### src/rtl/pc_gen_ras.sv
// pc_gen_ras: fetch PC generator with priority redirects and a circular return-address stack.
module pc_gen_ras #(
  parameter int unsigned     XLEN      = 32,
  parameter int unsigned     INC       = 4,
  parameter logic [XLEN-1:0] RESET_VEC = 32'h0000_0000,
  parameter logic [XLEN-1:0] TRAP_VEC  = 32'h0000_0004,
  parameter int unsigned     RAS_DEPTH = 4,
  localparam int unsigned    PW        = $clog2(RAS_DEPTH),
  localparam int unsigned    CW        = PW + 1
) (
  input  logic            clk,
  input  logic            reset,
  input  logic            stall,
  input  logic            trap,
  input  logic            flush_valid,
  input  logic [XLEN-1:0] flush_target,
  input  logic            br_taken,
  input  logic [XLEN-1:0] br_target,
  input  logic            call,
  input  logic            ret,
  output logic [XLEN-1:0] pcf,
  output logic [XLEN-1:0] pcf_plus,
  output logic [CW-1:0]   ras_count,
  output logic            ras_underflow,
  output logic            pc_misalign
);
  localparam logic [CW-1:0] FULL = CW'(RAS_DEPTH);
  logic [XLEN-1:0] r_pcf;
  logic [XLEN-1:0] r_ras [RAS_DEPTH];
  logic [PW-1:0]   r_ptr;
  logic [CW-1:0]   r_cnt;
  logic            r_uf;
  logic            w_upd, w_has, w_push, w_pop, w_repl;
  logic [PW-1:0]   w_ptrm1, w_widx, w_nptr;
  logic [CW-1:0]   w_ncnt;
  logic [XLEN-1:0] w_plus, w_top, w_npc;
  always_comb begin
    w_plus  = r_pcf + XLEN'(INC);
    w_upd   = !trap && !flush_valid && !stall;
    w_has   = r_cnt != '0;
    w_ptrm1 = r_ptr - 1'b1;
    w_top   = r_ras[w_ptrm1];
    // call+ret with a live entry swaps the top in place instead of push/pop
    w_repl  = call && ret && w_has;
    w_push  = call && !w_repl;
    w_pop   = ret && w_has && !call;
    w_widx  = w_repl ? w_ptrm1 : r_ptr;
    w_nptr  = w_push ? r_ptr + 1'b1 : w_pop ? w_ptrm1 : r_ptr;
    w_ncnt  = w_push ? (r_cnt == FULL ? r_cnt : r_cnt + 1'b1) : w_pop ? r_cnt - 1'b1 : r_cnt;
    w_npc   = trap ? TRAP_VEC : flush_valid ? flush_target : stall ? r_pcf :
              (ret && w_has) ? w_top : br_taken ? br_target : w_plus;
  end
  always_ff @(posedge clk) begin
    if (reset) begin
      r_pcf <= RESET_VEC;
      r_ptr <= '0;
      r_cnt <= '0;
      r_uf  <= 1'b0;
    end else begin
      r_pcf <= w_npc;
      r_uf  <= w_upd && ret && !w_has;
      if (w_upd) begin
        if (call) r_ras[w_widx] <= w_plus;
        r_ptr <= w_nptr;
        r_cnt <= w_ncnt;
      end
    end
  end
  assign pcf           = r_pcf;
  assign pcf_plus      = w_plus;
  assign ras_count     = r_cnt;
  assign ras_underflow = r_uf;
  assign pc_misalign   = r_pcf[1:0] != 2'b00;
endmodule
### config.mk
export PLATFORM = sky130hd
export DESIGN_NAME = pc_gen_ras
export DESIGN_NICKNAME = d
export VERILOG_FILES = /design/src/rtl/pc_gen_ras.sv
export SDC_FILE = /design/constraint.sdc
export NUM_CORES = 1
export LEC_CHECK = 0
export ABC_AREA = 1
export BUFFER_PORTS_ARGS = -buffer_cell sky130_fd_sc_hd__buf_2
export CELL_PAD_IN_SITES_DETAIL_PLACEMENT = 0
export CELL_PAD_IN_SITES_GLOBAL_PLACEMENT = 1
export CORE_ASPECT_RATIO = 0.6
export CORE_UTILIZATION = 46
export CTS_BUF_LIST = sky130_fd_sc_hd__clkbuf_8 sky130_fd_sc_hd__clkbuf_16
export DETAILED_ROUTE_END_ITERATION = 8
export GPL_TIMING_DRIVEN = 0
export PLACE_DENSITY_LB_ADDON = 0.1
export SETUP_SLACK_MARGIN = 0.02
export SLEW_MARGIN = 20
export SYNTH_ARGS = -nofsm -noshare
export SYNTH_HDL_FRONTEND = slang
export SYNTH_SLANG_ARGS = --single-unit
### constraint.sdc
create_clock -name clk -period 5.3 [get_ports clk]
set_input_delay 0.795 -clock clk [delete_from_list [all_inputs] [get_ports clk]]
set_output_delay 0.795 -clock clk [all_outputs]
set_load 0.005 [all_outputs]
Word level (Yosys, flattened, before mapping)
Memories as Yosys holds them, arrays and structs flattened.
Index checks and enable logic that the tools add are counted.
{"block": "op_classes", "add_sub_neg": 5, "eq_ne": 4, "n_mux": 15, "reduce_logical": 21}
{"cell": "two-way mux 32 bit", "count": 4}
{"cell": "adder 32 x 3 -> 32 bit, second input constant", "count": 1}
{"cell": "two-way mux 3 bit", "count": 4}
{"cell": "logical AND 1 bit", "count": 9}
{"cell": "zero test 1 bit", "count": 6}
{"cell": "two-way mux 2 bit", "count": 3}
{"cell": "two-way mux 1 bit", "count": 4}
{"cell": "nonzero test 2 bit", "count": 2}
{"cell": "adder 3 x 1 -> 3 bit, second input constant", "count": 1}
{"cell": "equality test 3 bit, second input constant", "count": 1}
{"cell": "inequality test 3 x 1 -> 1 bit, second input constant", "count": 1}
{"cell": "AND reduction 3 bit", "count": 1}
{"cell": "nonzero test 3 bit", "count": 1}
{"cell": "subtractor 3 x 1 -> 3 bit, second input constant", "count": 1}
{"cell": "adder 2 x 1 -> 2 bit, second input constant", "count": 1}
{"cell": "inequality test 2 x 1 -> 1 bit, second input constant", "count": 1}
{"cell": "inequality test 2 bit, second input constant", "count": 1}
{"cell": "AND reduction 2 bit", "count": 1}
{"cell": "OR reduction 2 bit", "count": 1}
{"cell": "subtractor 2 x 1 -> 2 bit, second input constant", "count": 1}
{"block": "totals", "register_bits": 38, "ramBits": 128, "input_bits": 72, "output_inout_bits": 69, "n_memories": 1}
{"name": "r_ras", "words": 4, "word_bits": 32, "read_ports": 1, "rd_ports_with_merged_regs": 0, "wr": 1, "line_no": "29", "text": "logic [XLEN-1:0] r_ras [RAS_DEPTH];"}

Depth between registers and ports, before layout
Gate-level depths: netlist of the first run.
{"block": "logic_depth", "depth_word": 6, "depth_mapped": 12}

Least setup slack after synthesis of the first run
OpenSTA, ideal clock, no wires.
{"block": "synth_path", "path_type": "in2reg", "startpoint": "in trap", "endpoint": "mem r_ras[1][0], enable pin", "setup_time_ns": 0.421, "arrival_ns": 2.995, "required_ns": 4.879, "slack_ns": 1.884, "cell_stages": 7, "path_buffers": 0, "path_cell_list": "nor2_2 > clkinv_1 > nor2_1 > inv_1 > nor2_1 > nand2_1 > nor2_1"}
{"block": "synth_between", "elab_chain_cells": 6}
{"item": "start, declared", "line_no": "14", "text": "input logic trap,"}
{"item": "zero test 1 bit", "line_no": "39", "text": "w_upd = !trap && !flush_valid && !stall;"}
{"item": "logical AND 1 bit (2 in a row)", "line_no": "39"}
{"item": "two-way mux 1 bit", "line_no": "62", "text": "if (w_upd) begin"}
{"item": "two-way mux 1 bit", "line_no": "54", "text": "if (reset) begin"}
{"item": "two-way mux 1 bit (implied by the code)", "line_no": "63", "text": "if (call) r_ras[w_widx] <= w_plus;"}
{"item": "end, declared", "line_no": "29"}
Every way passes these cells.

Final worst setup path of the first run
{"block": "layout_path", "startpoint": "in reset", "endpoint": "mem r_ras[0][26], enable pin"}
{"block": "layout_between", "elab_chain_cells": 2}
{"item": "start, declared", "line_no": "12", "text": "input logic reset,"}
{"item": "two-way mux 1 bit", "line_no": "54"}
{"item": "two-way mux 1 bit (implied by the code)", "line_no": "63"}
Every way passes these cells.

==> results of run 1 <==
through the flow:
step,setup WS (ns),instances,area (um^2),hold WS [ns],power (mW)
global route,1.86,1308,9790,0.530,3.00
global placement,-0.214,1271,9080,0.487,1.74
finish,1.98,1308,9790,0.498,2.91
detailed placement,1.62,1276,9230,0.494,1.74
CTS,2.06,1308,9790,0.505,2.91
floorplan,1.88,898,8090,0.473,1.61
flip-flops by register name, indices dropped and copies added, names as in the netlist, named ones only:
name	cells
pcf	30
r_ptr	2
r_ras	128
ras_count	3
ras_underflow	1
area by class of cell:
cell class / count / area (um^2) / share of cell area (%)
plain buffers: 41 / 223 / 2.28
clock buffers: 17 / 425 / 4.35
clock inverters: 15 / 129 / 1.32
inverters: 78 / 293 / 2.99
multi-input cells: 613 / 3000 / 30.7
flip-flops and latches: 166 / 4600 / 47.1
well taps: 234 / 293 / 2.99
repair buffers: 144 / 818 / 8.36
layout by cell type (no fill, tap or decap), types with 9 or more instances in the layout:
master,instances
nand2_1,300
buf_2,154
edfxtp_1,128
a21oi_1,78
inv_1,75
o21ai_0,48
nand3_1,46
nor2_1,45
dfxtp_1,38
clkbuf_16,17
nor2_4,15
clkbuf_1,15
xor2_1,13
a31oi_1,12
a22o_1,9
report_power, final:
group          switching, mW  internal (mW)
Combinational          0.187         0.0973
Sequential            0.0220           1.41
Clock                  0.543          0.650
Yosys cell counts, types with 3 or more instances:
cell | count | area, um^2
edfxtp_1 | 128 | 3840
inv_1 | 73 | 274
dfxtp_1 | 38 | 761
buf_2 | 15 | 75.1
a22oi_1 | 6 | 45.0
a21oi_1 | 78 | 390
a22o_1 | 9 | 78.8
buf_4 | 6 | 45.0
inv_2 | 4 | 15.0
nor2_4 | 11 | 124
clkbuf_1 | 15 | 56.3
nand3_1 | 46 | 230
nor2_1 | 49 | 184
xor2_2 | 4 | 65.1
a31oi_1 | 12 | 75.1
nor2_2 | 3 | 18.8
xor2_1 | 13 | 114
nand2_1 | 300 | 1130
o21ai_0 | 48 | 240
nor3b_1 | 3 | 22.5
nand2_2 | 6 | 37.5
o211ai_1 | 4 | 30.0
worst max-delay path, stage by stage:
cell and delay [ns]:
buf_2 0.15, nor2_2 0.33, clkinv_1 0.37, nor2_1 0.55
inv_1 0.18, nor2_1 0.15, nand2_1 0.15, nor2_4 0.51
buf_16 0.24
how the worst max path moves through the flow:
stage	startpoint	slack, ns	cells past startpoint	to
2_1_floorplan	trap	1.88	7	r_ras[1][0]
3_3_place_gp	reset	-0.21	8	r_ras[2][26]
3_5_place_dp	reset	1.62	9	r_ras[0][26]
4_1_cts	reset	2.06	9	r_ras[0][24]
5_1_grt	reset	1.86	9	r_ras[0][14]
6_report	reset	1.98	9	r_ras[0][26]
metal layers:
| layer | vias to the layer above | routed length (um) | track usage [%] |
|---|---|---|---|
| li1 | 3316 | - | - |
| met1 | 3296 | 12800 | 47.1 |
| met2 | 351 | 10900 | 42.8 |
| met3 | 30 | 2720 | 7.02 |
| met4 | 2 | 334 | 6.19 |
| met5 | - | 10 | 0 |
kinds of logic after synthesis:
group           count (synthesis)
flops                         166
compound gates                165
xor+xnor                       19
simple gates                  427
fa+ha+maj                       2
buf+inv                       119
==> out/metrics.yaml, run 1 <==
status: "completed"
cts_setup_buffers: 0
drc: 0
worst_hold_path.endpoint: "ras_count[1]"
ys.flop_type: "edfxtp_1"
setup_viol: 0
std_cell_rows: 37
synth_top_family_by_area: "simple AND/OR/NAND/NOR gates"
grt_use_total_pct: 30.4
synth-xor-area-share_pct: 2.43
critPathArrivalTime_ns: 3.46
die_w_um: 173
worstSkewPairLatency_ns: 0.43
first_pass_iters: 5
cts_hold_buf: 0
ys_types: 43
syn_avg_cell_area_um2: 9.01
synth_compound_area_share_pct: 11.4
critPathKind: "input port to register"
core_area_um2: 17200
finalWirelength_mm: 26.8
hp-class: "register to register"
r2r_end: "r_ras[1][26]"
grt_max_degree: 22
synth_nets: 972
synth_edf_count: 128
routedWlPerCell_um: 20.5
htreeDepth: 4
grt_pass1_wl_mm: 39.6
worstMarginPinSlew_ns: 1.01
fin_crit_ns: 3.32
rsz0062_at_grt: "no"
power_leakage_nw: 4.10
cts.sinks: 166
io_pins: 141
hold_start: "ras_count[1]"
clk_pin_slew_ns: 0.07
io_buffers: 139
critPathCaptureType: "register"
p_per_area_nw_per_um2: 298
reg2reg_from: "r_ptr[1]"
maxSlewViolCount: 0
cts-root-buf: "clkbuf_16"
utilization_pct: 57.0
dr_total_vias: 6995
critPathRequiredTime_ns: 5.43
start_kind: "input port"
gp_congestion: 0.914
n_antenna_cell: 0
cts_tree: "built"
drive_gt1_share_pct: 21.7
hold_viol: 0
synth_warnings: 0
min_path_cells: 2
fillers: 1593
maxCapViolations: 0
clockBufferDepth: 2
synth.area.mux_share_pct: 0
fmax_ghz: 0.301
irDropWorstVdd_mv: 0.266
drtAntennaViolNets: 0
drtIter0Drc: 881
die_h_um: 105
viasPerCell: 5.35
skew_ns: 0.00839
slew_headroom_pct: 33.0
grt_overflow: 0
synth_seq_cells: 166
syn-cell-area_um2: 8090
fin_crit_sh_pct: 62.7
synthAdderAreaFrac_pct: 0.402
dp_hpwl_mm: 19.8
yosysSeqAreaShare_pct: 56.9
synthToLayoutAreaGrowth_pct: 21.0
synthArstFlopShare_pct: 0
syn_inst: 898
rr_worst_depth: 11
regToRegSetupSlack_ns: 2.52
fin_setup_tns_ns: 0
worst-path-max-fanout: 18
cts_buffers: 17
start_util_pct: 47.1
synthSimpleGateAreaFrac_pct: 22.5
grt_pass1_vias: 6407
ctsResizeCount: 0
antenna_found_initial: 1
fin_nets: 1135
die_area_um2: 18100
(Power assumes the default switching activity.)
==> run 2, diff against run 1 <==
CORE_UTILIZATION = 38   (was 46)
clock period = 2.72 ns   (was 5.3 ns; I/O delays follow)
==> run 2 against run 1 <==
Net effect:
- die area is 21% higher
- final cell count increased by 3.4%
- cell area is 1.7% higher
- critical endpoint is now pcf_plus[7]
- highest routed layer is now met4
==> out/metrics.yaml, run 2 (same netlist as run 1, synthesis figures left out) <==
cts-root-buf: "clkbuf_16"
worst-path-max-fanout: 6  # -12
critPathArrivalTime_ns: 2.21  # -1.25 ns
fillers: 2013  # +26%
critPathKind: "register to output port"
grt_pass1_wl_mm: 41.6  # +4.9%
slew_headroom_pct: 33.3  # +0.30 points
fin_setup_tns_ns: 0  # unchanged
grt_pass1_vias: 6366  # -0.64%
irDropWorstVdd_mv: 0.476  # +79%
fin_nets: 1140  # +0.44%
largest_register_ffs: 128  # unchanged
gp_congestion: 0.849  # -7.1%
std_cell_rows: 40  # +8.1%
n_antenna_cell: 0  # unchanged
rsz0062_at_grt: "yes"
dr_total_vias: 6935  # -0.86%
viasPerCell: 5.13  # -4.1%
hp-class: "input port to register"
skew_ns: 0.00886  # +0.000463 ns
finalWirelength_mm: 28.9  # +7.6%
clk_pin_slew_ns: 0.06  # about the same
drtAntennaViolNets: 0  # unchanged
utilization_pct: 48.7  # -8.2 points
timing.hold.ws_ns: 0.233  # -0.265 ns
drive_gt1_share_pct: 23.4  # +1.8 points
power_leakage_nw: 4.13  # +0.75%
cts_buffers: 17  # unchanged
fin_crit_ns: 2.61
core_area_um2: 20400  # +19%
placedCellCount: 1315  # +3.1%
p_per_area_nw_per_um2: 559  # +88%
start_kind: "register"
first_pass_iters: 5  # unchanged
maxSlewViolCount: 0  # unchanged
multi_input_area_um2: 3090  # +3.0%
synthToLayoutAreaGrowth_pct: 23.0
worstSkewPairLatency_ns: 0.44  # about the same
cts_tree: "built"
grt_overflow: 0  # unchanged
critPathCaptureType: "output port"
htreeDepth: 4  # unchanged
seqCellArea_um2: 4610  # about the same
grt_max_degree: 20  # -9.1%
critPathRequiredTime_ns: 2.31  # -3.12 ns
cts.sinks: 166  # unchanged
start_util_pct: 39.6  # -7.5 points
dp_hpwl_mm: 21.1  # +6.7%
status: "completed"
routedWlPerCell_um: 21.4  # +4.1%
drc: 0  # unchanged
final_common_cell: "nand2_1"
fmax_ghz: 0.383
grt_use_total_pct: 27.2  # -3.2 points
hold_viol: 0  # unchanged
die_w_um: 190  # +9.9%
worstMarginPinSlew_ns: 1.00  # -0.00446 ns
antenna_found_initial: 0  # -1
die_area_um2: 21900  # +21%
largest-register: "r_ras"
final_cell_mix: "297 x nand2_1, 154 x buf_2, 128 x edfxtp_1"
io_buffers: 139  # unchanged
fin_cells: 1352  # +3.4%
setup_viol: 0  # unchanged
clockBufferDepth: 2  # unchanged
io_pins: 141  # unchanged
drtIter0Drc: 670  # -24%
die_h_um: 115  # +9.8%
fin_crit_sh_pct: 96.1
maxCapViolations: 0  # unchanged
[run 2: changes by cell type in the layout (fill, tap and decap cells not counted), sizes merged]
cell,before,now
bufinv,1,0
buf,167,172
clkinvlp,3,4
[run 2: what timing repair did]
action / 4_1_cts / 5_1_grt
hold endpoints to repair: 0 / 0
pin swaps: 2 / 1
gates resized for setup: 4 / 14
hold buffers: 0 / 0
cloned: 0 / 0
setup endpoints to repair: 121 / 71
buffers inserted: 2 / 3
[run 2: critical path, stage by stage, from the launching register on]
cell and delay [ns]:
dfxtp_1 0.41, inv_1 0.17, nor2_4 0.23, nand2_2 0.11, xor2_1 0.61, buf_2 0.23
[run 2: through the flow]
step	setup WS [ns]	cell area, um^2	power, mW
6_report	0.106	9950	5.57
5_1_grt	0.0120	9950	5.74
4_1_cts	0.0292	9860	5.57
3_5_place_dp	-0.824	9280	3.41
3_3_place_gp	-2.88	9130	3.40
2_1_floorplan	-0.309	8090	3.13
[run 2: per-layer routing]
metal  vias up  track usage, %  share of wire, %
li1       3324               -                 -
met1      3285            43.2                50
met2       310            36.8                40
met3        16            6.41                10
met4         0            5.87              0.78
met5         -               0                 0
[run 2: report_power, final]
group / internal [mW] / switching [mW]
Combinational: 0.196 / 0.380
Sequential: 2.75 / 0.0445
Clock: 1.15 / 1.04
Total: 4.10 / 1.47
[run 2: cell type report]
type	count	share of cell area, %
Multi-Input combinational cell	613	31.0
Timing Repair Buffer	149	8.85
Clock buffer	17	4.27
Inverter	78	2.95
Clock inverter	15	0.918
Tap cell	273	3.43
Buffer	41	2.24
Sequential cell	166	46.3
[run 2: worst paths after layout]
check | from | to | slack [ns] | depth (start not counted)
max | pcf[2] | pcf_plus[7] | 0.11 | 5
max reg2reg | r_ptr[0] | r_ras[2][2] | 0.14 | 9
min reg2reg | ras_count[1] | ras_count[1] | 0.52 | 2
min | flush_target[3] | pcf[3] | 0.23 | 3
